## src/rtl/alu_pkg.sv

```systemverilog
// rtl/alu_pkg.sv - op codes, FSM states and default width shared by the mul/div ALU
package alu_pkg;

  localparam int ALU_WIDTH = 32;

  localparam logic [3:0] OP_AND  = 4'd0;
  localparam logic [3:0] OP_OR   = 4'd1;
  localparam logic [3:0] OP_ADD  = 4'd2;
  localparam logic [3:0] OP_SUB  = 4'd3;
  localparam logic [3:0] OP_NEG  = 4'd4;
  localparam logic [3:0] OP_NOT  = 4'd5;
  localparam logic [3:0] OP_SHL  = 4'd6;
  localparam logic [3:0] OP_SHRA = 4'd7;
  localparam logic [3:0] OP_ROL  = 4'd8;
  localparam logic [3:0] OP_ROR  = 4'd9;
  localparam logic [3:0] OP_MUL  = 4'd10;
  localparam logic [3:0] OP_DIV  = 4'd11;
  localparam logic [3:0] OP_SHR  = 4'd12;

  typedef enum logic [1:0] {
    IDLE,
    MUL_RUN,
    DIV_RUN,
    DIV_FIX
  } alu_state_e;

endpackage

```

## src/rtl/mul_div_alu_if.sv

```systemverilog
// rtl/mul_div_alu_if.sv - start/done request and HI/LO result bundle between control unit and ALU
interface mul_div_alu_if #(
  parameter int WIDTH = 32
);
  logic             start;
  logic [3:0]       op;
  logic [WIDTH-1:0] a;
  logic [WIDTH-1:0] b;
  logic             busy;
  logic             done;
  logic [WIDTH-1:0] hi;
  logic [WIDTH-1:0] lo;
  logic             div_by_zero;
  logic             illegal_op;

  modport master (
    output start, op, a, b,
    input  busy, done, hi, lo, div_by_zero, illegal_op
  );

  modport slave (
    input  start, op, a, b,
    output busy, done, hi, lo, div_by_zero, illegal_op
  );
endinterface

```

## src/rtl/seq_divider.sv

```systemverilog
// rtl/seq_divider.sv - unsigned restoring divider core, one quotient bit per step
module seq_divider #(
  parameter int WIDTH = 32
) (
  input  logic             clk,
  input  logic             clr,
  input  logic             load,
  input  logic             step,
  input  logic [WIDTH-1:0] dividend,
  input  logic [WIDTH-1:0] divisor,
  output logic [WIDTH-1:0] quotient,
  output logic [WIDTH-1:0] remainder
);

  logic [WIDTH-1:0] q, r, d;
  logic [WIDTH:0]   trial;
  logic             fits;
  logic [WIDTH-1:0] diff;

  // The partial remainder stays below the divisor, so the difference fits in WIDTH bits.
  assign trial = {r, q[WIDTH-1]};
  assign fits  = trial >= {1'b0, d};
  assign diff  = trial[WIDTH-1:0] - d;

  always_ff @(posedge clk or posedge clr) begin
    if (clr) begin
      q <= '0;
      r <= '0;
      d <= '0;
    end else if (load) begin
      q <= dividend;
      r <= '0;
      d <= divisor;
    end else if (step) begin
      r <= fits ? diff : trial[WIDTH-1:0];
      q <= {q[WIDTH-2:0], fits};
    end
  end

  assign quotient  = q;
  assign remainder = r;

endmodule

```

## src/rtl/mul_div_alu.sv

```systemverilog
// rtl/mul_div_alu.sv - multi-cycle ALU: single-cycle logic/shift ops, Booth multiply, signed divide
module mul_div_alu
  import alu_pkg::*;
#(
  parameter  int WIDTH = ALU_WIDTH,
  localparam int SHW   = $clog2(WIDTH)
) (
  input  logic         clk,
  input  logic         clr,
  mul_div_alu_if.slave bus
);

  alu_state_e       state, state_n;
  logic [SHW-1:0]   cnt;
  logic [SHW-1:0]   n;
  logic [SHW:0]     inv_n;
  logic             last_iter, div_go, accept;

  logic [WIDTH:0]   acc, mcand, acc_sum, acc_n;
  logic [WIDTH-1:0] mq, mq_n;
  logic             booth_e;

  logic             neg_q, neg_r;
  logic [WIDTH-1:0] mag_a, mag_b, quot, rem;

  logic [WIDTH-1:0] sc_lo, sc_hi;
  logic             sc_dbz, sc_ill;

  logic [WIDTH-1:0] hi_r, lo_r;
  logic             done_r, dbz_r, ill_r;

  assign n         = bus.b[SHW-1:0];
  assign inv_n     = (SHW+1)'(WIDTH) - {1'b0, n};
  assign last_iter = cnt == SHW'(WIDTH - 1);
  assign accept    = (state == IDLE) && bus.start;
  assign div_go    = (bus.op == OP_DIV) && (bus.b != '0);
  assign mag_a     = bus.a[WIDTH-1] ? -bus.a : bus.a;
  assign mag_b     = bus.b[WIDTH-1] ? -bus.b : bus.b;

  always_comb begin
    sc_lo  = '0;
    sc_hi  = '0;
    sc_dbz = 1'b0;
    sc_ill = 1'b0;
    case (bus.op)
      OP_AND:  sc_lo = bus.a & bus.b;
      OP_OR:   sc_lo = bus.a | bus.b;
      OP_ADD:  sc_lo = bus.a + bus.b;
      OP_SUB:  sc_lo = bus.a - bus.b;
      OP_NEG:  sc_lo = -bus.b;
      OP_NOT:  sc_lo = ~bus.b;
      OP_SHL:  sc_lo = bus.a << n;
      OP_SHRA: sc_lo = $signed(bus.a) >>> n;
      OP_SHR:  sc_lo = bus.a >> n;
      // A shift by inv_n == WIDTH yields zero, which makes n == 0 a plain copy.
      OP_ROL:  sc_lo = (bus.a << n) | (bus.a >> inv_n);
      OP_ROR:  sc_lo = (bus.a >> n) | (bus.a << inv_n);
      OP_MUL:  sc_lo = '0;
      OP_DIV: begin
        sc_lo  = '1;
        sc_hi  = bus.a;
        sc_dbz = 1'b1;
      end
      default: sc_ill = 1'b1;
    endcase
  end

  always_comb begin
    acc_sum = acc;
    case ({mq[0], booth_e})
      2'b10:   acc_sum = acc - mcand;
      2'b01:   acc_sum = acc + mcand;
      default: acc_sum = acc;
    endcase
  end

  assign acc_n = {acc_sum[WIDTH], acc_sum[WIDTH:1]};
  assign mq_n  = {acc_sum[0], mq[WIDTH-1:1]};

  seq_divider #(.WIDTH(WIDTH)) u_div (
    .clk       (clk),
    .clr       (clr),
    .load      (accept && div_go),
    .step      (state == DIV_RUN),
    .dividend  (mag_a),
    .divisor   (mag_b),
    .quotient  (quot),
    .remainder (rem)
  );

  always_ff @(posedge clk or posedge clr) begin
    if (clr) state <= IDLE;
    else     state <= state_n;
  end

  always_comb begin
    state_n = state;
    case (state)
      IDLE: begin
        if (bus.start && bus.op == OP_MUL) state_n = MUL_RUN;
        else if (bus.start && div_go)      state_n = DIV_RUN;
      end
      MUL_RUN: if (last_iter) state_n = IDLE;
      DIV_RUN: if (last_iter) state_n = DIV_FIX;
      DIV_FIX: state_n = IDLE;
      default: state_n = IDLE;
    endcase
  end

  always_ff @(posedge clk or posedge clr) begin
    if (clr) begin
      cnt     <= '0;
      acc     <= '0;
      mcand   <= '0;
      mq      <= '0;
      booth_e <= 1'b0;
      neg_q   <= 1'b0;
      neg_r   <= 1'b0;
      hi_r    <= '0;
      lo_r    <= '0;
      done_r  <= 1'b0;
      dbz_r   <= 1'b0;
      ill_r   <= 1'b0;
    end else begin
      done_r <= 1'b0;
      case (state)
        IDLE: begin
          if (bus.start) begin
            if (bus.op == OP_MUL) begin
              acc     <= '0;
              mcand   <= {bus.a[WIDTH-1], bus.a};
              mq      <= bus.b;
              booth_e <= 1'b0;
              cnt     <= '0;
            end else if (div_go) begin
              neg_q <= bus.a[WIDTH-1] ^ bus.b[WIDTH-1];
              neg_r <= bus.a[WIDTH-1];
              cnt   <= '0;
            end else begin
              hi_r   <= sc_hi;
              lo_r   <= sc_lo;
              dbz_r  <= sc_dbz;
              ill_r  <= sc_ill;
              done_r <= 1'b1;
            end
          end
        end
        MUL_RUN: begin
          acc     <= acc_n;
          mq      <= mq_n;
          booth_e <= mq[0];
          cnt     <= cnt + SHW'(1);
          // The final iteration writes straight into HI/LO so done lands in cycle WIDTH+1.
          if (last_iter) begin
            hi_r   <= acc_n[WIDTH-1:0];
            lo_r   <= mq_n;
            dbz_r  <= 1'b0;
            ill_r  <= 1'b0;
            done_r <= 1'b1;
          end
        end
        DIV_RUN: cnt <= cnt + SHW'(1);
        DIV_FIX: begin
          lo_r   <= neg_q ? -quot : quot;
          hi_r   <= neg_r ? -rem : rem;
          dbz_r  <= 1'b0;
          ill_r  <= 1'b0;
          done_r <= 1'b1;
        end
        default: ;
      endcase
    end
  end

  assign bus.busy        = state != IDLE;
  assign bus.done        = done_r;
  assign bus.hi          = hi_r;
  assign bus.lo          = lo_r;
  assign bus.div_by_zero = dbz_r;
  assign bus.illegal_op  = ill_r;

endmodule

```

## src/flat_wrapper.sv

```systemverilog
// flat-port wrapper written by rule: the top's interface ports become plain ports
module mul_div_alu_flat import alu_pkg::*;
#(
  parameter  int WIDTH = ALU_WIDTH,
  localparam int SHW   = $clog2(WIDTH)
)
  (clk, clr, bus_start, bus_op, bus_a, bus_b, bus_busy, bus_done, bus_hi, bus_lo, bus_div_by_zero, bus_illegal_op);
  mul_div_alu_if #(.WIDTH(WIDTH)) bus_i ();
  input  logic clk;
  input  logic clr;
  input wire logic [$bits(bus_i.start)-1:0] bus_start;
  input wire logic [$bits(bus_i.op)-1:0] bus_op;
  input wire logic [$bits(bus_i.a)-1:0] bus_a;
  input wire logic [$bits(bus_i.b)-1:0] bus_b;
  output wire logic [$bits(bus_i.busy)-1:0] bus_busy;
  output wire logic [$bits(bus_i.done)-1:0] bus_done;
  output wire logic [$bits(bus_i.hi)-1:0] bus_hi;
  output wire logic [$bits(bus_i.lo)-1:0] bus_lo;
  output wire logic [$bits(bus_i.div_by_zero)-1:0] bus_div_by_zero;
  output wire logic [$bits(bus_i.illegal_op)-1:0] bus_illegal_op;
  assign bus_i.start = bus_start;
  assign bus_i.op = bus_op;
  assign bus_i.a = bus_a;
  assign bus_i.b = bus_b;
  assign bus_busy = bus_i.busy;
  assign bus_done = bus_i.done;
  assign bus_hi = bus_i.hi;
  assign bus_lo = bus_i.lo;
  assign bus_div_by_zero = bus_i.div_by_zero;
  assign bus_illegal_op = bus_i.illegal_op;
  mul_div_alu #(.WIDTH(WIDTH)) u_core (.clk(clk), .clr(clr), .bus(bus_i));
endmodule
```

## config.mk

```make
export PLATFORM = sky130hd
export DESIGN_NAME = mul_div_alu_flat
export DESIGN_NICKNAME = d
export VERILOG_FILES = /design/src/rtl/alu_pkg.sv /design/src/rtl/mul_div_alu_if.sv /design/src/rtl/seq_divider.sv /design/src/rtl/mul_div_alu.sv /design/src/flat_wrapper.sv
export SDC_FILE = /design/constraint.sdc
export NUM_CORES = 2
export LEC_CHECK = 0
export CAP_MARGIN = 0
export CELL_PAD_IN_SITES_DETAIL_PLACEMENT = 0
export CELL_PAD_IN_SITES_GLOBAL_PLACEMENT = 2
export CORE_ASPECT_RATIO = 1.5
export CORE_MARGIN = 2
export CORE_UTILIZATION = 34
export CTS_CLUSTER_SIZE = 28
export DETAILED_ROUTE_END_ITERATION = 8
export HOLD_SLACK_MARGIN = 0.08
export PLACE_DENSITY = 0.89
export SYNTH_ARGS = -nofsm -noshare
export SYNTH_HDL_FRONTEND = slang
export SYNTH_SLANG_ARGS = --single-unit
```

## constraint.sdc

```tcl
create_clock -name clk -period 9.25 [get_ports clk]
set_input_delay 1.85 -clock clk [delete_from_list [all_inputs] [get_ports clk]]
set_output_delay 1.85 -clock clk [all_outputs]
set_load 0.005 [all_outputs]
```

==> results_dict.tcl <==
set metrics [dict create \
    ys_types 97 \
    synthToLayoutAreaGrowth_pct 11.0 \
    num_vias 32300 \
    dpl.hpwl_um 122000 \
    routabilityCongestion 1.08 \
    dieArea_um2 91900 \
    overflow 0 \
    htreeDepth 1 \
    drtIter0Drc 3415 \
    yosysSeqAreaShare 0.221 \
    fin_crit_sh 0.728 \
    tns_ns 0 \
    maxCapViolCount 0 \
    insertion_delay_ns 0.62 \
    min_path_type "reg -> reg" \
    maxSlewViolCount 0 \
    fmax_mhz 148 \
    numCtsBuffers 28 \
    worst_hold_path.num_cells 2 \
    rrSetupSlack_ns 3.81 \
    rows 134 \
    start_util 0.342 \
    synth_top_area_cell "dfrtp_1" \
    power.total_mw 10.2 \
    io_pins 139 \
    holdWs_ns 0.478 \
    grt_use_met3 0.0459 \
    port_buffers 138 \
    cts_resized 0 \
    core-area_um2 88900 \
    cp-end-kind "register" \
    max_slew_margin 0.0431 \
    postLayoutCoreUtil 0.380 \
    synth_seq_cells 269 \
    route.detailed.drc 0 \
    drt_wl_total_um 163000 \
    via_per_inst 6.54 \
    r2r-end "u_core.bus.hi[27]" \
    grt_most_used_layer "met2" \
    synth_top_area_frac 0.221 \
    postCtsSetupBuffers 0 \
    outcome "finished clean" \
    worstHoldEndpoint "u_core.u_div.d[16]" \
    finalHoldViolCount 0 \
    wl_per_cell_um 33.0 \
    p_per_area_nw_per_um2 303 \
    grt_start_max_net_pins 154 \
    cts_hold_buf 0 \
    crit_type "in -> reg" \
    ir_worst_vdd_uv 251 \
    fp.dieW_um 248 \
    grt_pass1_vias 31300 \
    grt_util_all_layers 0.349 \
    syn-num-nets 4025 \
    yosys-top-cells-area "dfrtp_1 (22%), mux4_2 (7.9%), mux2i_1 (6.0%)" \
    final_common_cell "nand2_1" \
    synthFlopType "dfrtp_1" \
    r2r_start "u_core.mcand[0]" \
    fillerInstances 9361 \
    die_h_um 370 \
    cp-start-kind "primary input" \
    r2r.worst_path.cells 14 \
    ctsLongestPathBuffers 3 \
    final_antenna_net_count 0 \
    avgSynthCellArea_um2 7.93 \
    crit_fanout 8 \
    worst-path-buf-inv 1 \
    antenna_found_initial 14 \
    finalSetupViolCount 0 \
    layout_common_cells "nand2_1 (484), o21ai_0 (351), nor2_1 (341)" \
    synthCells 3837 \
    grtUsageMet2 0.571 \
    syn_area_um2 30400 \
    clock_skew_ns 0.0498 \
    cts_num_sinks 269 \
    nets 3952 \
    cts_tree "built" \
    grt_pass1_wl_um 231000 \
    ys_warn_count 0 \
    layout_min_cycle_time_ns 6.74 \
    leakage_nw 13.2 \
    holdCritStartpoint "u_core.u_div.d[16]" \
    critical_path.slowest_cell "or4_4" \
    drt-pass1-iter-count 6 \
    cts.clk_slew.worst_paths_ns 0.06 \
    finalWorstSetupSlack_ns 2.51 \
    path_cells "clkdlybuf4s50_1 > or4_4 > nor4_4 > nand2_1 > or3_1 > nand2_1 > xor2_1 > ha_1 > a21oi_1 > o21ai_0 > a21oi_1 > o21ai_0 > nor4_1 > o31ai_1 > and3b_1 > nor4_1 > o22ai_1" \
    synth_edf_count 0 \
    crit_arrival_ns 7.17 \
    crit_family "simple AND/OR/NAND/NOR gates" \
    worst_pin_slew_ns 1.44 \
    synth-async-reset-ratio 1.00 \
    rsz0062_at_grt "no" \
    clockRootBuffer "clkbuf_16" \
    pre_cts_slack_ns 1.99 \
    slowest_delay_ns 0.67 \
    required_ns 9.68 \
    drive_gt1_frac 0.107 \
    met1_usage 0.397 \
]
==> state kept, by name, summed over array words and instances (netlist names) <==
register	cells
u_core.acc	32
u_core.bus.hi	32
u_core.bus.lo	32
u_core.mcand	32
u_core.mq	32
u_core.u_div.d	32
u_core.u_div.quotient	32
u_core.u_div.remainder	32
u_core.cnt	5
u_core.state	2
u_core.booth_e	1
u_core.bus.div_by_zero	1
u_core.bus.done	1
u_core.bus.illegal_op	1
u_core.neg_q	1
u_core.neg_r	1
==> worst max-delay path by stage <==
stage | startpoint | endpoint | slack, ns | cells after the start
floorplan | bus_b[0] | u_core.bus.lo[28] | 2.31 | 23
global placement | bus_b[10] | u_core.bus.lo[28] | 2.07 | 17
detailed placement | bus_b[10] | u_core.bus.lo[28] | 1.99 | 17
CTS | bus_b[10] | u_core.bus.lo[28] | 2.60 | 17
global route | bus_b[10] | u_core.bus.lo[28] | 2.15 | 17
finish | bus_b[10] | u_core.bus.lo[28] | 2.51 | 17
==> worst register-to-register path: stages (launching register included) <==
cell      delay, ns
dfrtp_1        0.42
or4_1          0.60
nor4_1         0.71
a31oi_1        0.20
xnor2_1        0.21
ha_1           0.32
a21o_1         0.21
a21o_1         0.18
a21oi_1        0.23
o221ai_1       0.15
a21oi_1        0.56
a211oi_1       0.26
or4_1          0.45
a32oi_1        0.60
a21oi_1        0.15
==> per-stage QoR <==
stage / cells / area [um2]
floorplan: 3837 / 30400
global placement: 4890 / 32800
detailed placement: 4890 / 32800
CTS: 4939 / 33800
global route: 4939 / 33800
finish: 4942 / 33800
==> cells by family after synthesis <==
logic type,Yosys count,synth area share
fa+ha+maj,118,0.0492
mux,346,0.160
buf+inv,454,0.0596
simple gates,1221,0.184
flops,269,0.221
xor+xnor,274,0.0789
compound gates,1155,0.248
==> where the power goes <==
group          internal, mW  total, mW  switching (mW)
Combinational          2.55       6.42            3.87
Clock                 0.677       1.24           0.560
Sequential             1.73       2.57           0.840
Total                  4.96       10.2            5.27
==> Yosys cell counts (48+ instances only) <==
master,number
nand2_1,484
o21ai_0,352
nor2_1,341
dfrtp_1,269
clkbuf_1,267
a21oi_1,255
mux2i_1,182
xnor2_1,182
ha_1,114
mux4_2,106
inv_1,105
xor2_1,92
nand3_1,79
nor3_1,65
mux2_2,58
a211oi_1,55
a221oi_1,48
==> cell type report <==
class	count	area (um2)	area share
clock inverter	14	191	0.00567
antenna	3	7.51	0.000222
clock buffer	35	767	0.0227
inverter	106	402	0.0119
multi-input combinational	3114	22000	0.652
sequential	269	6730	0.199
timing repair buffer	245	2190	0.0647
tap	1156	1450	0.0428
==> routing by layer <==
layer / share of wire / wire length [um] / up-vias
met2: 0.46 / 75500 / 1828
met3: 0.070 / 11400 / 616
li1: - / - / 14000
met4: 0.11 / 17900 / 10
met5: 0.00042 / 69 / -
met1: 0.36 / 58300 / 15900
(Power assumes the default switching activity.)
